<file path="src/rtl/nibble_serial_alu_seq.sv">
// nibble_serial_alu_seq
// Operand sequencer that runs WIDTH-bit add/subtract through an external
// 4-bit adder, one nibble per cycle, least-significant nibble first.
// Subtraction is formed here as A + ~B + 1, so the adder always adds.
//
// Handshake: start is sampled on a rising edge only while busy=0 (IDLE or
// DONE). busy is high for the N issue cycles. done pulses for one cycle
// when result and flags become valid. Both stay held until the next
// accepted start overwrites them.
module nibble_serial_alu_seq #(
    parameter int WIDTH = 16
) (
    input  logic             clk,
    input  logic             rst_n,
    input  logic             start,
    input  logic [WIDTH-1:0] a,
    input  logic [WIDTH-1:0] b,
    input  logic [1:0]       mode,
    input  logic             c_in,
    output logic             busy,
    output logic             done,
    output logic [WIDTH-1:0] result,
    output logic             c_out,
    output logic             overflow,
    output logic             zero,
    output logic [3:0]       add_a,
    output logic [3:0]       add_b,
    output logic [1:0]       add_mode,
    output logic             add_cin,
    input  logic [3:0]       add_sum,
    input  logic             add_cout
);

    localparam int N  = WIDTH / 4;
    localparam int KW = (N > 1) ? $clog2(N) : 1;

    typedef enum logic [1:0] {
        IDLE = 2'd0,
        RUN  = 2'd1,
        DONE = 2'd2
    } state_t;

    state_t           state;
    logic [WIDTH-1:0] op_a;
    logic [WIDTH-1:0] op_b;
    logic             carry_r;
    logic [KW-1:0]    k;

    logic             is_sub;
    logic             last_step;
    logic [WIDTH-1:0] next_result;

    assign is_sub    = (mode == 2'b01);
    assign last_step = (k == KW'(N - 1));

    // The adder is only ever asked to add; subtraction is pre-formed in op_b.
    assign add_mode = 2'b00;

    // Result as it will look after the current nibble sum is written back.
    always_comb begin
        next_result = result;
        next_result[4*k +: 4] = add_sum;
    end

    // Drive the adder with the current nibble while running, zero otherwise.
    always_comb begin
        add_a   = 4'd0;
        add_b   = 4'd0;
        add_cin = 1'b0;
        if (state == RUN) begin
            add_a   = op_a[4*k +: 4];
            add_b   = op_b[4*k +: 4];
            add_cin = carry_r;
        end
    end

    // Sequencer FSM: capture operands, step through nibbles, register flags.
    always_ff @(posedge clk or negedge rst_n) begin
        if (!rst_n) begin
            state    <= IDLE;
            op_a     <= '0;
            op_b     <= '0;
            carry_r  <= 1'b0;
            k        <= '0;
            busy     <= 1'b0;
            done     <= 1'b0;
            result   <= '0;
            c_out    <= 1'b0;
            overflow <= 1'b0;
            zero     <= 1'b0;
        end else begin
            case (state)
                IDLE, DONE: begin
                    done <= 1'b0;
                    if (start) begin
                        op_a    <= a;
                        op_b    <= is_sub ? ~b : b;
                        carry_r <= is_sub ? 1'b1 : c_in;
                        k       <= '0;
                        busy    <= 1'b1;
                        state   <= RUN;
                    end else begin
                        busy  <= 1'b0;
                        state <= IDLE;
                    end
                end
                RUN: begin
                    result  <= next_result;
                    carry_r <= add_cout;
                    if (last_step) begin
                        k        <= '0;
                        busy     <= 1'b0;
                        done     <= 1'b1;
                        state    <= DONE;
                        // Flags come from the final nibble as it is written.
                        c_out    <= add_cout;
                        zero     <= (next_result == '0);
                        overflow <= (op_a[WIDTH-1] == op_b[WIDTH-1]) &&
                                    (add_sum[3] != op_a[WIDTH-1]);
                    end else begin
                        k <= k + 1'b1;
                    end
                end
                default: begin
                    busy  <= 1'b0;
                    done  <= 1'b0;
                    state <= IDLE;
                end
            endcase
        end
    end

endmodule

</file>
<file path="config.mk">
export PLATFORM = sky130hd
export DESIGN_NAME = nibble_serial_alu_seq
export DESIGN_NICKNAME = d
export VERILOG_FILES = /design/src/rtl/nibble_serial_alu_seq.sv
export SDC_FILE = /design/constraint.sdc
export NUM_CORES = 1
export LEC_CHECK = 0
export ABC_AREA = 1
export BUFFER_PORTS_ARGS = -buffer_cell sky130_fd_sc_hd__buf_2
export CAP_MARGIN = 20
export CORE_ASPECT_RATIO = 1.25
export CORE_MARGIN = 1
export CORE_UTILIZATION = 55
export CTS_BUF_LIST = sky130_fd_sc_hd__clkbuf_2
export DETAILED_ROUTE_END_ITERATION = 16
export GPL_ROUTABILITY_DRIVEN = 0
export HOLD_SLACK_MARGIN = 0.12
export PLACE_DENSITY_LB_ADDON = 0.1
export SYNTH_ARGS = -nofsm -noshare
export SYNTH_HDL_FRONTEND = slang
export SYNTH_SLANG_ARGS = --single-unit
</file>
<file path="constraint.sdc">
create_clock -name clk -period 2.2 [get_ports clk]
set_input_delay 0.33 -clock clk [delete_from_list [all_inputs] [get_ports clk]]
set_output_delay 0.33 -clock clk [all_outputs]
set_load 0.05 [all_outputs]
</file>
==> results of run 1 <==
==> cell usage after synthesis (all sizes together) <==
cell type  number
a21oi          10
ha              6
nor2           62
mux2           15
conb            1
a31oi          10
buf            13
nor3            1
inv            21
clkinv          1
nand2          84
o211ai          2
clkbuf          3
nand3          13
o21ai          41
o22ai           1
nand3b          1
dfrtp          56
xor2           16
==> repair_timing <==
item / in CTS / in global routing
gates cloned: 0 / 2
hold buffers: 20 / 0
pin swaps: 0 / 12
gates resized for setup: 5 / 33
endpoints found under the setup margin: 7 / 8
endpoints found under the hold margin: 75 / 0
setup buffers: 0 / 1
==> cells by family (layout without fill, tap and decap cells) <==
| family | after synthesis | in the layout | synth area share [%] |
|---|---|---|---|
| xor+xnor | 16 | 16 | 4.70 |
| buf+inv | 38 | 134 | 6.09 |
| compound gates | 64 | 64 | 11.5 |
| other cells | 1 | 2 | 0.126 |
| simple gates | 161 | 161 | 22.3 |
| mux | 15 | 15 | 5.67 |
| flops | 56 | 56 | 47.0 |
| fa+ha+maj | 6 | 6 | 2.52 |
==> per-layer routing <==
metal / part of all wire (%) / global-route usage [%] / up-vias / wire [um]
met5: 0 / 0 / - / 0
met4: 2.7 / 9.09 / 0 / 193
met3: 3.9 / 4.48 / 15 / 278
met2: 55 / 44.7 / 76 / 3910
met1: 39 / 31.9 / 1266 / 2790
li1: - / - / 1341 / -
==> metrics by stage <==
stage | hold slack, ns | total power [mW] | setup TNS (ns) | instances
after floorplan | 0.0344 | 4.59 | -0.541 | 358
after global placement | 0.355 | 5.35 | 0 | 485
after detailed placement | 0.351 | 5.42 | 0 | 485
after CTS | 0.126 | 6.02 | 0 | 513
after global routing | 0.121 | 6.79 | -0.300 | 516
final | 0.137 | 6.34 | 0 | 516
==> power by group <==
group	switching (mW)	internal (mW)
logic	2.64	1.29
registers	0.344	1.52
clock network	0.348	0.197
==> tightest hold or removal path, cell delays in order <==
cell     delay [ns]
buf_2          0.08
xor2_1         0.11
o21ai_0        0.07
==> flip-flops by register name, indices dropped and copies added (netlist names) <==
signal	flops
op_a	16
k	2
zero	1
state	1
done	1
carry_r	1
c_out	1
op_b	16
overflow	1
result	16
==> layout make-up <==
class                      count  area share (%)
inverter                      22            2.23
sequential                    56            36.7
clock inverter                 3            1.25
timing repair buffer         104            19.3
clock buffer                   5           0.655
tap                           62            2.03
multi-input combinational    264            37.8
==> worst paths after layout <==
check | end | from | cells past startpoint
setup / recovery | add_a[1] | k[0]$_DFFE_PN0P_ | 5
hold / removal | op_b[5]$_DFFE_PN0P_ | b[5] | 3
setup reg to reg | zero$_DFFE_PN0P_ | k[0]$_DFFE_PN0P_ | 10
hold reg to reg | c_out$_DFFE_PN0P_ | c_out$_DFFE_PN0P_ | 2
max in group asynchronous | result[3]$_DFFE_PN0P_ | rst_n | 3
min in group asynchronous | k[0]$_DFFE_PN0P_ | rst_n | 3
==> results.md, run 1 <==
| Stage | Quantity | Reported |
|---|---|---|
| run status | Run status | complete, no violations |
| die | Die span in y | 84.3 um |
| yosys | Yosys top cell by area | dfrtp_1 |
| route | DR DRC count | 0 |
| route | Drt total wl | 7170 um |
| placement | Area post-placement | 0.00340 mm2 |
| critical path | Required time at the endpoint of the critical path | 1.87 ns |
| critical path | Flop-to-flop setup slack | 0.40 ns |
| timing | Final hold violation count | 0 |
| critical path | Crit path DAT | 1.83 ns |
| route | Total number of vias | 2698 |
| placement | Count of port buffers added during placement | 72 |
| critical path | Crit-path leading delay family | flip-flops |
| die | Horizontal die dimension | 67.8 um |
| yosys | Gate count of the mapped netlist | 357 |
| route | Vias per cell | 5.23 |
| layout | Area of all sequential standard cells | 0.00140 mm2 |
| timing | Portion of the clock cycle consumed by the worst path in the final layout | 98.0% |
| clock tree | Root cell of the clock tree | clkbuf_2 |
| critical path | Startpoint-to-endpoint class of the critical path | reg -> out |
| die | Core Box Area | 0.00515 mm2 |
| yosys | Yosys warns | 0 |
| global routing | Number of global-route vias before repair | 2558 |
| layout | Top library cells by usage in the layout, fill and taps aside | nand2_1, buf_2, dfrtp_1 |
| yosys | Syn Std Cell Area | 0.00298 mm2 |
| placement | Half-perimeter wire length of the detailed placement result | 4620 um |
| min path | Class of the tightest hold or removal check | in -> reg |
| power | Leakage power | 1.90 nW |
| die | Count of standard-cell rows | 29 |
| global routing | First-pass GRT wire length | 11300 um |
| layout | Area growth syn-to-layout | 28.2% |
| yosys | Sequential element share of the synthesized area | 47.0% |
| critical path | Capturing element type of the critical path | primary output |
| power | Worst-case vdd ir drop | 1.16 mV |
| yosys | Dominant cells by area after synthesis | dfrtp_1, nand2_1, nor2_1 |
| timing | Setup repair after global routing missed its margin | yes |
| layout | Design Area, Final | 0.00382 mm2 |
| critical path | Crit-path cells | inv_4 > buf_8 > o21ai_1 > a21oi_1 > buf_4 |
| die | Count of pins on the block boundary | 75 |
| critical path | Biggest fanout along the worst timing path | 17 |
| timing | Time the worst path needs with I/O delays and setup | 2.16 ns |
| clock tree | CTS buffer count | 5 |
| clock tree | Latest clock arrival within the worst-skew pair | 0.47 ns |
| clock tree | Clock edge transition at the registers on the reported setup and hold paths | 0.30 ns |
| critical path | Worst Setup Start Kind | register |
| timing | Max Clock Freq | 464 MHz |
| critical path | Number of buffer and inverter instances along the worst setup path | 3 |
| route | Residual antenna-violating net count after detailed routing | 0 |
| route | Number of DRC violations after detailed-routing iteration 0 | 151 |
| clock tree | Maximum buffer depth of the clock tree | 2 |
| die | Starting density of the core | 57.8% |
| layout | Most common cell after layout, fill and taps aside | nand2_1 |
| critical path | Slowest stage delay, CP | 0.55 ns |
| timing | Final-report max-slew violation count | 0 |
| global routing | Combined global-route utilization of all metal layers | 26.0% |
| yosys | Fraction of synthesized cell area taken by the top area cell type | 47.0% |
| layout | Fraction of final layout cells with drive strength greater than 1 | 29.3% |
| layout | Layout Utilization | 74.1% |
| timing | Final setup vio count | 0 |
| die | Floorplan die area | 0.00572 mm2 |
| yosys | Post-synth cell types | 28 |
| layout | Number of fillers in the final layout | 389 |
| timing | Fin worst setup slack | 0.0433 ns |
| yosys | Post-Synthesis Mean Instance Area | 8.34 um2 |
| clock tree | Clock tree from TritonCTS | built |
| global routing | Largest net degree at the start of global routing | 57 |
| layout | Total inserted antenna cells | 0 |
| clock tree | Number of H-tree levels | 2 |
| layout | Final layout net count | 502 |
| job | Max-Cap Viols | 0 |
| placement | DP Worst Slack | 0.471 ns |
| global routing | Total gr overflow | 0 |
| route | Routed length per instance | 13.9 um |
| power | Power per unit of standard cell area | 1660 mW/mm2 |
| timing | Final Skew | 0.0179 ns |
| yosys | Flip-flop and latch count after synthesis | 56 |
| route | First-pass iteration count of the detailed router | 4 |
| global routing | Number of antenna violations at the first check in global routing | 0 |
| critical path | Critical-path cell with the highest stage delay | dfrtp_2 |
| clock tree | TritonCTS sink count | 56 |
| layout | Multi-input combinational cell area | 0.00144 mm2 |
Power figures use the tool's default switching activity.
==> run 2, diff against run 1 <==
--- a/config.mk
+++ b/config.mk
@@ -16,6 +16,7 @@
 export GPL_ROUTABILITY_DRIVEN = 0
 export HOLD_SLACK_MARGIN = 0.12
 export PLACE_DENSITY_LB_ADDON = 0.1
+export REMOVE_ABC_BUFFERS = 1
 export SYNTH_ARGS = -nofsm -noshare
 export SYNTH_HDL_FRONTEND = slang
 export SYNTH_SLANG_ARGS = --single-unit
==> run 2 against run 1 <==
Net effect: register-to-register slack better by 0.09 ns; sequential share of layout area up 1.9 points; clock skew up 0.017 ns; first-iteration DRC count down 9.3%; wire length down 7.1%; final cell count down 1.4%; largest power group unchanged.
==> results.md, run 2 (synthesis gave the netlist of run 1 again) <==
| Stage | Quantity | Reported | Change |
|---|---|---|---|
| power | Leakage power | 1.84 nW | -3.3% |
| timing | Final Skew | 0.0348 ns | +0.0169 ns |
| timing | Portion of the clock cycle consumed by the worst path in the final layout | 94.2% | -3.9 points |
| critical path | Critical-path cell with the highest stage delay | dfrtp_1 |  |
| critical path | Worst setup path startpoint | k[0]$_DFFE_PN0P_ |  |
| layout | Area growth syn-to-layout | 21.9% |  |
| global routing | Combined global-route utilization of all metal layers | 25.9% | -0.089 points |
| global routing | Total gr overflow | 0 | unchanged |
| die | Horizontal die dimension | 67.8 um | unchanged |
| layout | Top library cells by usage in the layout, fill and taps aside | nand2_1, buf_2, nor2_1 |  |
| route | First-pass iteration count of the detailed router | 5 | +1 |
| placement | Total instance count after detailed placement | 485 | unchanged |
| min path | Hold path startpoint | a[15] |  |
| layout | Number of fillers in the final layout | 423 | +8.7% |
| die | Count of pins on the block boundary | 75 | unchanged |
| critical path | Required time at the endpoint of the critical path | 1.87 ns | about the same |
| timing | Final hold violation count | 0 | unchanged |
| placement | Half-perimeter wire length of the detailed placement result | 4750 um | +2.9% |
| critical path | Slowest stage delay, CP | 0.47 ns | -0.08 ns |
| global routing | Largest net degree at the start of global routing | 52 | -8.8% |
| clock tree | Clock edge transition at the registers on the reported setup and hold paths | 0.24 ns | -0.06 ns |
| critical path | Worst Setup Start Kind | register |  |
| placement | Count of port buffers added during placement | 72 | unchanged |
| timing | Final setup vio count | 0 | unchanged |
| timing | Final-report max-slew violation count | 0 | unchanged |
| timing | Setup TNS Final | 0 ns | unchanged |
| critical path | Length in cells of the worst reg-to-reg path | 7 | -3 |
| die | Starting density of the core | 57.8% | unchanged |
| timing | Max Clock Freq | 483 MHz | +4.1% |
| route | Drt total wl | 6670 um | -7.1% |
| critical path | Biggest fanout along the worst timing path | 17 | unchanged |
| die | Floorplan die area | 0.00572 mm2 | unchanged |
| critical path | Crit-path cells | inv_2 > buf_6 > o21ai_0 > a21oi_1 > buf_2 |  |
| layout | Layout Utilization | 70.5% | -3.6 points |
| timing | Fin worst setup slack | 0.128 ns | +0.0851 ns |
| timing | Time the worst path needs with I/O delays and setup | 2.07 ns | -0.0851 ns |
| die | Core Box Area | 0.00515 mm2 | unchanged |
| layout | Cell Count, Final, Fillers Out | 509 | -1.4% |
| clock tree | Root cell of the clock tree | clkbuf_2 |  |
| layout | Total inserted antenna cells | 0 | unchanged |
| route | Vias per cell | 5.18 | -0.99% |
| placement | DP Worst Slack | 0.431 ns | -0.0402 ns |
| power | Power per unit of standard cell area | 1620 mW/mm2 | -2.6% |
| min path | Class of the tightest hold or removal check | in -> reg |  |
| critical path | End of the worst register-to-register path | result[13]$_DFFE_PN0P_ |  |
| die | Die span in y | 84.3 um | unchanged |
| critical path | Startpoint-to-endpoint class of the critical path | reg -> out |  |
| critical path | RR Startpoint | done$_DFFE_PN0P_ |  |
| timing | Slew @ Worst Pin | 0.549 ns |  |
| die | Count of standard-cell rows | 29 | unchanged |
| min path | Endpoint of the worst hold-timing path | op_a[15]$_DFFE_PN0P_ |  |
| route | Routed length per instance | 13.1 um | -5.8% |
| route | DR DRC count | 0 | unchanged |
| clock tree | Maximum buffer depth of the clock tree | 2 | unchanged |
| min path | Cell count of the worst hold path | 3 | unchanged |
| global routing | Number of global-route vias before repair | 2618 | +2.3% |
| clock tree | TritonCTS sink count | 56 | unchanged |
| clock tree | Clock tree from TritonCTS | built |  |
| critical path | Flop-to-flop setup slack | 0.49 ns | +0.09 ns |
| timing | Setup repair after global routing missed its margin | no |  |
| power | Worst-case vdd ir drop | 0.901 mV | -22% |
| global routing | Number of antenna violations at the first check in global routing | 0 | unchanged |
| timing | Worst relative slew slack | 63.4% |  |
| route | Total number of vias | 2635 | -2.3% |
| route | Residual antenna-violating net count after detailed routing | 0 | unchanged |
| critical path | Crit path DAT | 1.74 ns | -0.09 ns |
| layout | Most common cell after layout, fill and taps aside | nand2_1 |  |
| layout | Fraction of final layout cells with drive strength greater than 1 | 26.8% | -2.4 points |
| job | Max-Cap Viols | 0 | unchanged |
| global routing | First-pass GRT wire length | 11400 um | +0.92% |
| clock tree | Latest clock arrival within the worst-skew pair | 0.44 ns | -0.03 ns |
| run status | Run status | complete, no violations |  |
| layout | Final layout net count | 496 | -1.2% |
| critical path | Capturing element type of the critical path | primary output |  |
| layout | Regs by FF count | op_a: 16 flops, op_b: 16 flops, result: 16 flops |  |
| clock tree | Number of H-tree levels | 2 | unchanged |
| clock tree | CTS buffer count | 5 | unchanged |
| route | Number of DRC violations after detailed-routing iteration 0 | 137 | -9.3% |
## run 2: cell types whose count changed in the layout (fill, tap and decap cells not counted), sizes merged
cell / change
buf: -2
bufinv: -1
inv: +1
clkinv: -2
dlygate4sd3: -3
## run 2: worst max path at each step
stage	end	depth (start not counted)
floorplan	add_a[0]	2
global placement	zero$_DFFE_PN0P_	12
detailed placement	zero$_DFFE_PN0P_	11
CTS	add_b[1]	6
global route	add_b[0]	5
finish	add_b[0]	5
## run 2: timing repair
action,4_1_cts,5_1_grt
hold buffers,17,0
resized for setup,4,8
buffers inserted,0,0
hold endpoints to repair,39,0
endpoints found under the setup margin,4,8
## run 2: area by class of cell
class / count / area (um2) / area share (%)
clock buffers: 6 / 30.0 / 0.827
clock inverters: 1 / 5.00 / 0.138
inverters: 22 / 82.6 / 2.27
multi-input cells: 264 / 1400 / 38.5
flip-flops and latches: 56 / 1400 / 38.6
well taps: 62 / 77.6 / 2.14
repair buffers: 98 / 636 / 17.5
## run 2: through the flow
| stage | power, mW | instance area [um2] | hold slack (ns) |
|---|---|---|---|
| after global routing | 6.34 | 3630 | 0.138 |
| after floorplan | 4.48 | 2880 | 0.0344 |
| final | 5.87 | 3630 | 0.161 |
| after CTS | 5.84 | 3620 | 0.130 |
| after global placement | 5.36 | 3400 | 0.355 |
| after detailed placement | 5.41 | 3400 | 0.359 |
## run 2: report_power, final
part           switching [mW]  internal [mW]  total, mW
clock                   0.296         0.0758      0.372
sequential              0.296           1.52       1.81
combinational            2.55           1.13       3.68
total                    3.14           2.73       5.87
## run 2: per-layer routing
| layer | part of all wire (%) | wire, um | GRT usage [%] | up-vias |
|---|---|---|---|---|
| li1 | - | - | - | 1331 |
| met1 | 42 | 2830 | 31.5 | 1222 |
| met2 | 53 | 3520 | 44.3 | 74 |
| met3 | 3.4 | 225 | 4.35 | 8 |
| met4 | 1.5 | 97 | 10.4 | 0 |
| met5 | 0 | 0 | 0 | - |
## run 2: worst max-delay path: cells and delay by family, from the launching register on
family,cells,cell delay (ns)
buffers and inverters,3,0.61
DFF,1,0.47
AOI/OAI and AO/OA,2,0.26
==> run 3, diff against run 2 <==
--- a/config.mk
+++ b/config.mk
@@ -8,7 +8,7 @@
 export ABC_AREA = 1
 export BUFFER_PORTS_ARGS = -buffer_cell sky130_fd_sc_hd__buf_2
 export CAP_MARGIN = 20
-export CORE_ASPECT_RATIO = 1.25
+export CORE_ASPECT_RATIO = 1.1
 export CORE_MARGIN = 1
 export CORE_UTILIZATION = 55
 export CTS_BUF_LIST = sky130_fd_sc_hd__clkbuf_2
==> run 3 against run 2 <==
Net effect: setup slack got worse by 0.062 ns; clock skew fell by 0.024 ns; register-to-register slack barely moved; critical path type unchanged; largest cell class unchanged.
==> results.md, run 3 (synthesis gave the netlist of run 1 again) <==
| Stage | Quantity | Reported | Change |
|---|---|---|---|
| run status | Run status | complete, no violations |  |
| layout | Top library cells by usage in the layout, fill and taps aside | nand2_1, buf_2, nor2_1 |  |
| layout | Multi-input combinational cell area | 0.00140 mm2 | unchanged |
| layout | Area growth syn-to-layout | 23.1% |  |
| min path | Class of the tightest hold or removal check | in -> reg |  |
| clock tree | CTS buffer count | 5 | unchanged |
| placement | Half-perimeter wire length of the detailed placement result | 4720 um | -0.67% |
| global routing | Combined global-route utilization of all metal layers | 26.2% | +0.30 points |
| layout | Design Area, Final | 0.00367 mm2 | +0.96% |
| placement | Area post-placement | 0.00341 mm2 | +0.37% |
| min path | Cell count of the worst hold path | 3 | unchanged |
| timing | Max Clock Freq | 469 MHz | -2.9% |
| critical path | Biggest fanout along the worst timing path | 25 | +8 |
| power | Worst-case vdd ir drop | 0.884 mV | -1.9% |
| timing | Final setup vio count | 0 | unchanged |
| die | Horizontal die dimension | 72.2 um | +6.4% |
| layout | Most common cell after layout, fill and taps aside | nand2_1 |  |
| critical path | Length in cells of the worst reg-to-reg path | 7 | unchanged |
| global routing | Largest net degree at the start of global routing | 38 | -27% |
| global routing | Number of global-route vias before repair | 2671 | +2.0% |
| route | First-pass iteration count of the detailed router | 4 | -1 |
| die | Count of standard-cell rows | 27 | -6.9% |
| clock tree | Maximum buffer depth of the clock tree | 2 | unchanged |
| die | Floorplan die area | 0.00572 mm2 | about the same |
| critical path | Worst Setup Start Kind | register |  |
| timing | Time the worst path needs with I/O delays and setup | 2.13 ns | +0.0621 ns |
| job | Max-Cap Viols | 0 | unchanged |
| critical path | End of the worst register-to-register path | result[9]$_DFFE_PN0P_ |  |
| critical path | Flop-to-flop setup slack | 0.50 ns | about the same |
| die | Count of pins on the block boundary | 75 | unchanged |
| layout | Final layout net count | 497 | +0.20% |
| critical path | Startpoint-to-endpoint class of the critical path | reg -> out |  |
| layout | Area of all sequential standard cells | 0.00140 mm2 | unchanged |
| layout | Regs by FF count | op_a: 16 flops, op_b: 16 flops, result: 16 flops |  |
| clock tree | Post-CTS setup-driven buffer insertion count | 0 | unchanged |
| timing | Setup TNS Final | 0 ns | unchanged |
| critical path | Worst setup path startpoint | k[0]$_DFFE_PN0P_ |  |
| timing | Portion of the clock cycle consumed by the worst path in the final layout | 97.0% | +2.8 points |
| critical path | Capturing element type of the critical path | primary output |  |
| layout | Number of fillers in the final layout | 415 | -1.9% |
| die | Core Box Area | 0.00510 mm2 | -1.0% |
| min path | Hold path startpoint | b[11] |  |
| die | Starting density of the core | 58.4% | +0.58 points |
| layout | Total inserted antenna cells | 0 | unchanged |
| clock tree | Root cell of the clock tree | clkbuf_2 |  |
| global routing | Number of antenna violations at the first check in global routing | 0 | unchanged |
| critical path | Required time at the endpoint of the critical path | 1.87 ns | about the same |
| route | Total number of vias | 2654 | +0.72% |
| route | DR DRC count | 0 | unchanged |
| clock tree | Clock edge transition at the registers on the reported setup and hold paths | 0.27 ns | +0.03 ns |
| critical path | RR Startpoint | done$_DFFE_PN0P_ |  |
| route | Residual antenna-violating net count after detailed routing | 0 | unchanged |
| route | Routed length per instance | 13.0 um | -0.85% |
| timing | Final hold violation count | 0 | unchanged |
| power | Leakage power | 1.85 nW | +0.37% |
| min path | Endpoint of the worst hold-timing path | op_b[11]$_DFFE_PN0P_ |  |
| route | Drt total wl | 6760 um | +1.5% |
| layout | Fraction of final layout cells with drive strength greater than 1 | 26.7% | -0.12 points |
| timing | Worst relative slew slack | 65.9% | +2.5 points |
| timing | Final Skew | 0.0113 ns | -0.0235 ns |
| timing | Slew @ Worst Pin | 0.511 ns | -0.0382 ns |
| clock tree | TritonCTS sink count | 56 | unchanged |
| route | Number of DRC violations after detailed-routing iteration 0 | 175 | +28% |
| die | Die span in y | 79.2 um | -6.0% |
| global routing | Total gr overflow | 0 | unchanged |
| clock tree | Number of H-tree levels | 2 | unchanged |
| placement | Count of port buffers added during placement | 72 | unchanged |
| critical path | Crit path DAT | 1.80 ns | +0.06 ns |
| global routing | First-pass GRT wire length | 11800 um | +3.5% |
| route | Vias per cell | 5.09 | -1.6% |
| clock tree | Latest clock arrival within the worst-skew pair | 0.45 ns | about the same |
| timing | Final-report max-slew violation count | 0 | unchanged |
| clock tree | Clock tree from TritonCTS | built |  |
| power | Power per unit of standard cell area | 1610 mW/mm2 | -0.21% |
[run 3: cell count changes in the layout (fill, tap and decap cells not counted)]
| cell | change |
|---|---|
| clkbuf_2 | +1 |
| dlygate4sd3_1 | +1 |
| clkinv_4 | +1 |
| clkbuf_4 | +1 |
| buf_4 | -1 |
| buf_8 | +1 |
| clkinv_1 | +1 |
| clkinv_2 | -1 |
| buf_6 | -1 |
| inv_2 | -1 |
[run 3: worst max-delay path: stages (launching register included)]
cell     delay [ns]
dfrtp_1        0.45
buf_8          0.21
nor2_1         0.07
nor2_1         0.09
o21ai_0        0.11
a21oi_1        0.20
buf_4          0.23
[run 3: how the worst max path moves through the flow]
stage	slack, ns	cells past startpoint	end
4_1_cts	0.04	5	add_b[1]
2_1_floorplan	-0.07	2	add_a[0]
5_1_grt	-0.002	6	add_a[2]
6_report	0.07	6	add_a[2]
3_3_place_gp	0.53	6	add_b[2]
3_5_place_dp	0.52	6	add_b[1]
[run 3: what timing repair did]
| item | in CTS | in global routing |
|---|---|---|
| resized for setup | 1 | 14 |
| endpoints found under the setup margin | 3 | 7 |
| endpoints found under the hold margin | 35 | 1 |
| hold buffers | 17 | 1 |
[run 3: through the flow]
step / setup slack [ns] / power, mW / utilization [%] / cells / hold slack (ns)
CTS: 0.0368 / 5.84 / 71.2 / 520 / 0.130
global route: -0.00211 / 6.37 / 71.9 / 521 / 0.128
finish: 0.0664 / 5.91 / 71.9 / 521 / 0.148
detailed placement: 0.521 / 5.42 / 66.9 / 495 / 0.318
floorplan: -0.0665 / 4.48 / - / 342 / 0.0344
global placement: 0.529 / 5.33 / 66.9 / 495 / 0.315
[run 3: power by group]
group,internal [mW],total (mW),switching [mW]
combinational,1.13,3.70,2.56
clock,0.0908,0.408,0.317
sequential,1.52,1.81,0.289
total,2.74,5.91,3.17
[run 3: cell type report]
| class | instances | share of cell area [%] |
|---|---|---|
| flip-flops and latches | 56 | 38.2 |
| multi-input cells | 264 | 38.2 |
| repair buffers | 99 | 17.7 |
| well taps | 72 | 2.46 |
| clock buffers | 7 | 0.955 |
| clock inverters | 1 | 0.239 |
| inverters | 22 | 2.25 |
[run 3: routing by layer]
layer  vias up  track usage, %  part of all wire [%]
li1       1348               -                     -
met1      1218            33.3                    44
met2        75            45.0                    50
met3        13            4.82                   4.7
met4         0            8.24                   1.3
met5         -               0                     0
